<file path="config.mk">
export PLATFORM = sky130hd
export DESIGN_NAME = mod_exp_engine
export DESIGN_NICKNAME = d
export VERILOG_FILES = /design/src/rtl/mod_arith_pkg.sv /design/src/rtl/mod_mul.sv /design/src/rtl/mod_exp_engine.sv
export SDC_FILE = /design/constraint.sdc
export NUM_CORES = 2
export LEC_CHECK = 0
export ABC_AREA = 1
export BUFFER_PORTS_ARGS = -buffer_cell sky130_fd_sc_hd__buf_2
export CELL_PAD_IN_SITES_DETAIL_PLACEMENT = 0
export CELL_PAD_IN_SITES_GLOBAL_PLACEMENT = 2
export CORE_MARGIN = 1
export CORE_UTILIZATION = 32
export CTS_BUF_LIST = sky130_fd_sc_hd__clkbuf_8
export CTS_CLUSTER_DIAMETER = 60
export CTS_CLUSTER_SIZE = 20
export DETAILED_ROUTE_END_ITERATION = 10
export HOLD_SLACK_MARGIN = 0.03
export PLACE_DENSITY = 0.82
export SETUP_SLACK_MARGIN = 0.4
export SLEW_MARGIN = 20
export SYNTH_ARGS = -nofsm -noshare
export SYNTH_HDL_FRONTEND = slang
export SYNTH_HIERARCHICAL = 1
export SYNTH_SLANG_ARGS = --single-unit
</file>
<file path="constraint.sdc">
create_clock -name clk -period 8.65 [get_ports clk]
set_input_delay 2.595 -clock clk [delete_from_list [all_inputs] [get_ports clk]]
set_output_delay 2.595 -clock clk [all_outputs]
set_load 0.01 [all_outputs]
</file>
<file path="src/rtl/mod_arith_pkg.sv">
// Shared definitions for the modular exponentiation engine and its Blakley multiplier.
// Holds the FSM encoding, default operand widths and the multiplier step count.
package mod_arith_pkg;

  localparam int DEF_WIDTH     = 64;
  localparam int DEF_EXP_WIDTH = 64;

  typedef enum logic [2:0] {
    S_IDLE   = 3'd0,
    S_REDUCE = 3'd1,
    S_INIT   = 3'd2,
    S_TEST   = 3'd3,
    S_MUL    = 3'd4,
    S_SQR    = 3'd5,
    S_DONE   = 3'd6
  } state_t;

  // One Blakley step consumes one bit of the multiplier operand.
  function automatic int blakley_steps(input int width);
    return width;
  endfunction

endpackage

</file>
<file path="src/rtl/mod_mul.sv">
// Interleaved Blakley modular multiplier: p = a * b mod m, MSB of a first.
// A start pulse performs the first step; done is raised in the last of WIDTH busy cycles.
module mod_mul
  import mod_arith_pkg::*;
#(
  parameter int WIDTH = DEF_WIDTH
) (
  input  logic             clk,
  input  logic             reset,
  input  logic             i_start,
  input  logic [WIDTH-1:0] i_a,
  input  logic [WIDTH-1:0] i_b,
  input  logic [WIDTH-1:0] i_m,
  output logic             o_done,
  output logic [WIDTH-1:0] o_p
);

  localparam int STEPS = blakley_steps(WIDTH);
  localparam int CNT_W = $clog2(STEPS + 1);

  logic             r_busy;
  logic [CNT_W-1:0] r_cnt;
  logic [WIDTH-1:0] r_a;
  logic [WIDTH-1:0] r_b;
  logic [WIDTH-1:0] r_m;
  logic [WIDTH-1:0] r_p;

  logic             w_bit;
  logic [WIDTH-1:0] w_p_in;
  logic [WIDTH-1:0] w_b_in;
  logic [WIDTH+1:0] w_m_ext;
  logic [WIDTH+1:0] w_sum;
  logic [WIDTH+1:0] w_sub1;
  logic [WIDTH-1:0] w_p_next;

  // The start cycle works straight from the inputs so the product is ready after WIDTH cycles.
  always_comb begin
    w_bit    = i_start ? i_a[WIDTH-1] : r_a[WIDTH-1];
    w_p_in   = i_start ? '0 : r_p;
    w_b_in   = i_start ? i_b : r_b;
    w_m_ext  = {2'b00, (i_start ? i_m : r_m)};
    w_sum    = {1'b0, w_p_in, 1'b0} + (w_bit ? {2'b00, w_b_in} : '0);
    w_sub1   = (w_sum >= w_m_ext) ? w_sum - w_m_ext : w_sum;
    w_p_next = (w_sub1 >= w_m_ext) ? WIDTH'(w_sub1 - w_m_ext) : WIDTH'(w_sub1);
  end

  assign o_done = r_busy && (r_cnt == CNT_W'(STEPS - 1));
  assign o_p    = w_p_next;

  // NOTE: registers use non-blocking assignments so every one samples pre-edge values.
  always_ff @(posedge clk) begin
    if (reset) begin
      r_busy <= 1'b0;
      r_cnt  <= '0;
      r_a    <= '0;
      r_b    <= '0;
      r_m    <= '0;
      r_p    <= '0;
    end else if (i_start) begin
      r_busy <= 1'b1;
      r_cnt  <= CNT_W'(1);
      r_a    <= i_a << 1;
      r_b    <= i_b;
      r_m    <= i_m;
      r_p    <= w_p_next;
    end else if (r_busy) begin
      r_p   <= w_p_next;
      r_a   <= r_a << 1;
      r_cnt <= r_cnt + CNT_W'(1);
      if (o_done) r_busy <= 1'b0;
    end
  end

endmodule

</file>
<file path="src/rtl/mod_exp_engine.sv">
// Right-to-left square-and-multiply modular exponentiation: result = base^exponent mod modulus.
// A single Blakley multiplier is time-shared by the REDUCE, MUL and SQR phases.
module mod_exp_engine
  import mod_arith_pkg::*;
#(
  parameter int WIDTH     = DEF_WIDTH,
  parameter int EXP_WIDTH = DEF_EXP_WIDTH
) (
  input  logic                 clk,
  input  logic                 reset,
  input  logic                 start,
  input  logic [WIDTH-1:0]     base,
  input  logic [EXP_WIDTH-1:0] exponent,
  input  logic [WIDTH-1:0]     modulus,
  output logic [WIDTH-1:0]     result,
  output logic                 done,
  output logic                 busy,
  output logic                 error
);

  state_t r_state;
  state_t w_state_next;

  logic [WIDTH-1:0]     r_base;
  logic [WIDTH-1:0]     r_b;
  logic [WIDTH-1:0]     r_acc;
  logic [WIDTH-1:0]     r_mod;
  logic [WIDTH-1:0]     r_result;
  logic [EXP_WIDTH-1:0] r_e;
  logic                 r_error;
  logic                 r_mul_start;

  logic                 w_special;
  logic                 w_e_more;
  logic                 w_mul_done;
  logic [WIDTH-1:0]     w_mul_a;
  logic [WIDTH-1:0]     w_mul_b;
  logic [WIDTH-1:0]     w_mul_p;

  // Moduli 0 and 1 need no arithmetic: the answer is 0 either way.
  assign w_special = (modulus <= WIDTH'(1));
  assign w_e_more  = ((r_e >> 1) != '0);

  // NOTE: every always_comb output gets a default first, so no path can infer a latch.
  always_comb begin
    w_state_next = r_state;
    w_mul_a      = r_base;
    w_mul_b      = WIDTH'(1);
    done         = 1'b0;
    busy         = (r_state != S_IDLE);
    case (r_state)
      S_IDLE:   if (start) w_state_next = w_special ? S_DONE : S_REDUCE;
      S_REDUCE: if (w_mul_done) w_state_next = S_INIT;
      S_INIT:   w_state_next = S_TEST;
      S_TEST: begin
        if (r_e[0])        w_state_next = S_MUL;
        else if (w_e_more) w_state_next = S_SQR;
        else               w_state_next = S_DONE;
      end
      S_MUL: begin
        w_mul_a = r_acc;
        w_mul_b = r_b;
        if (w_mul_done) w_state_next = w_e_more ? S_SQR : S_DONE;
      end
      S_SQR: begin
        w_mul_a = r_b;
        w_mul_b = r_b;
        if (w_mul_done) w_state_next = S_TEST;
      end
      S_DONE: begin
        done         = 1'b1;
        w_state_next = S_IDLE;
      end
      default:  w_state_next = S_IDLE;
    endcase
  end

  always_ff @(posedge clk) begin
    if (reset) begin
      r_state     <= S_IDLE;
      r_base      <= '0;
      r_b         <= '0;
      r_acc       <= '0;
      r_mod       <= '0;
      r_result    <= '0;
      r_e         <= '0;
      r_error     <= 1'b0;
      r_mul_start <= 1'b0;
    end else begin
      r_state     <= w_state_next;
      r_mul_start <= (w_state_next != r_state) &&
                     (w_state_next inside {S_REDUCE, S_MUL, S_SQR});
      case (r_state)
        S_IDLE: begin
          if (start) begin
            r_base  <= base;
            r_e     <= exponent;
            r_mod   <= modulus;
            r_error <= (modulus == '0);
            if (w_special) r_result <= '0;
          end
        end
        S_REDUCE: if (w_mul_done) r_b <= w_mul_p;
        S_INIT:   r_acc <= WIDTH'(1);
        S_TEST:   if (w_state_next == S_DONE) r_result <= r_acc;
        S_MUL: begin
          if (w_mul_done) begin
            r_acc <= w_mul_p;
            if (!w_e_more) r_result <= w_mul_p;
          end
        end
        S_SQR: begin
          if (w_mul_done) begin
            r_b <= w_mul_p;
            r_e <= r_e >> 1;
          end
        end
        default: ;
      endcase
    end
  end

  mod_mul #(
    .WIDTH(WIDTH)
  ) u_mod_mul (
    .clk    (clk),
    .reset  (reset),
    .i_start(r_mul_start),
    .i_a    (w_mul_a),
    .i_b    (w_mul_b),
    .i_m    (r_mod),
    .o_done (w_mul_done),
    .o_p    (w_mul_p)
  );

  assign result = r_result;
  assign error  = r_error;

endmodule
</file>
==> results.cfg <==
[cts]
cts_hold_buffers = 0
cts.clk_slew.worst_paths_ns = 0.09
cts.path.max_buffers = 3
numClockSinks = 652
h-tree-depth = 3
clk_latency_ns = 0.84
numCtsBuffers = 75
cts-root-buf = clkbuf_8
cts_tree = yes

[worst_hold_path]
min_path_type = reg -> reg

[synthesis]
async_flop_share_pct = 0
yosys_warnings = 6
synth-seq-cells = 652
synth_top_area_share_pct = 29.3
synth_edf_count = 0
syn_avg_cell_area_um2 = 6.36
yosys.area.top_type = dfxtp_1
syn_area_mm2 = 0.0446
postSynthCellCount = 7011
synth_seq_area_share_pct = 29.3
synth_cell_types = 61
synthTopCellsByArea = dfxtp_1 (29%), nand2_1 (12%), nor2_1 (10%)
syn_nets = 7401
ys.flop_type = dfxtp_1

[worst_setup_path]
path_buf_inv = 18
worstPathRequired_ns = 9.32
critPathSlowestCell = dfxtp_4
rrSetupSlack_ns = 0.009
critPathTopFamily = simple AND/OR/NAND/NOR gates
crit_fanout = 8
slowest_delay_ns = 0.37
critPathKind = reg -> reg
start_kind = flop
end_kind = flop
cp.arrival_ns = 9.31

[run]
max-cap-violations = 0

[placement]
post-place-cells = 10100
pre_cts_slack_ns = -1.45
gp_congestion = 1.05
port_buffers = 261
dp_hpwl_um = 166000

[drt]
drt-total-wl_um = 216000
postRouteAntennaNets = 0
drc_errors = 0
initialDrtViolationCount = 4126
num_vias = 52600
routedWlPerCell_um = 20.5
via_per_inst = 5.01
drt_pass1_iterations = 6

[global_routing]
antenna_found_initial = 6
grt_overflow = 0
grt_pass1_vias = 49900
grt_usage_pct = 29.1
grt_max_degree = 188
grt_pass1_wl_um = 312000

[timing]
slew_headroom_pct = 30.3
finalWorstSetupSlack_ns = 0.00925
finalClockSkew_ns = 0.110
slew_viol_final = 0
tightest_slew_ns = 1.05
setup_violations = 0
fin_crit_ns = 8.64
rsz0062_at_grt = yes
fmax_mhz = 116
hold_violations = 0
period_share_pct = 99.9

[floorplan]
die_area_mm2 = 0.141
die_y_um = 375
core_area_mm2 = 0.138
initial_core_util_pct = 32.3
die_x_um = 375
rows = 136
ioPinCount = 262

[finish]
final_cell_mix = buf_4 (1454), nand2_1 (1048), nor2_1 (1010)
area_growth_pct = 52.7
drive_above_1_share_pct = 37.0
layout.cells.most_common = buf_4
layout.nets = 9035
final_cells = 10500
fillCellCount = 14100

[outcome]
status = finished clean
## sequential cells by signal, summed over array words and instances (netlist names)
| signal | count |
|---|---|
| u_mod_mul/r_cnt | 7 |
| u_mod_mul/r_m | 64 |
| u_mod_mul/r_p | 64 |
| u_mod_mul/r_a | 63 |
| result | 64 |
| r_base | 64 |
| r_state | 3 |
| r_mul_start | 1 |
| u_mod_mul/r_busy | 1 |
| r_b | 64 |
| r_acc | 64 |
| r_e | 64 |
| r_mod | 64 |
| error | 1 |
| u_mod_mul/r_b | 64 |
## layout make-up
class	instances	area (um^2)	share of cell area (%)
inverters	1063	4030	5.92
well taps	1794	2240	3.30
diodes	2	5.00	0.00735
multi-input cells	4968	32100	47.1
repair buffers	1885	14900	21.9
clock buffers	80	1100	1.62
flip-flops and latches	652	13100	19.2
clock inverters	58	649	0.954
## worst paths after layout
| kind | end | cells after the start | from |
|---|---|---|---|
| worst min-delay path | r_acc[20]$_SDFFE_PP0P_ | 2 | r_acc[20]$_SDFFE_PP0P_ |
| worst min register to register | r_acc[20]$_SDFFE_PP0P_ | 2 | r_acc[20]$_SDFFE_PP0P_ |
| worst max-delay path | result[32]$_SDFFE_PP0P_ | 60 | r_state[0]$_SDFF_PP0_ |
| worst max register to register | result[32]$_SDFFE_PP0P_ | 60 | r_state[0]$_SDFF_PP0_ |
## synthesized netlist by cell type, drive strengths merged (2+ instances only)
cell type	count
nand2	1388
nor2	1218
inv	1059
dfxtp	652
o21ai	513
a21oi	493
nand3	287
clkbuf	193
ha	192
nand4	158
buf	136
mux2i	127
a211oi	122
xor2	109
o221ai	90
xnor2	42
nor3	33
o21bai	31
a31oi	29
a21o	24
or2	21
nor4	18
a21boi	15
o21a	15
o211ai	11
nand3b	9
and3	5
clkinv	4
fa	3
o2111ai	3
a221oi	2
a31o	2
and2	2
## worst min-delay path, delay by kind of cell, from the launching register on
family / cells / cell delay [ns]
flip-flops: 1 / 0.32
AND/OR/NAND/NOR: 1 / 0.06
AO/OA/AOI/OAI: 1 / 0.05
## repair_timing
action,CTS,global route
pin swaps,165,357
gates resized for setup,597,1011
cloned,14,4
setup endpoints to repair,256,256
buffers inserted,84,118
## cell families after synthesis
group,after synthesis,synth area share [%]
XOR/XNOR,151,2.97
AO/OA/AOI/OAI,1353,17.6
adder cells (fa/ha/maj),195,5.52
AND/OR/NAND/NOR,3141,29.3
flip-flops,652,29.3
buffers and inverters,1392,12.5
multiplexers,127,2.85
## routing by layer
metal,vias up,global-route usage (%),wire (um)
met4,4,12.7,11100
li1,25900,-,-
met1,24800,39.0,95300
met5,-,0,22
met3,384,4.38,14000
met2,1593,46.2,95200
## through the flow
stage | instance area, um^2 | TNS (ns) | hold slack, ns | util, %
after floorplan | 44600 | 0 | 0.439 | -
after CTS | 62800 | -0.757 | 0.464 | 45.6
after global placement | 57600 | -271.99 | 0.449 | 41.8
final | 68100 | 0 | 0.465 | 49.4
after global routing | 68100 | -19.87 | 0.481 | 49.4
after detailed placement | 57600 | -251.99 | 0.452 | 41.8
Power is left out: the tool's default activity adds up to more than one toggle a clock period on the data nets, which glitch-free logic cannot reach.
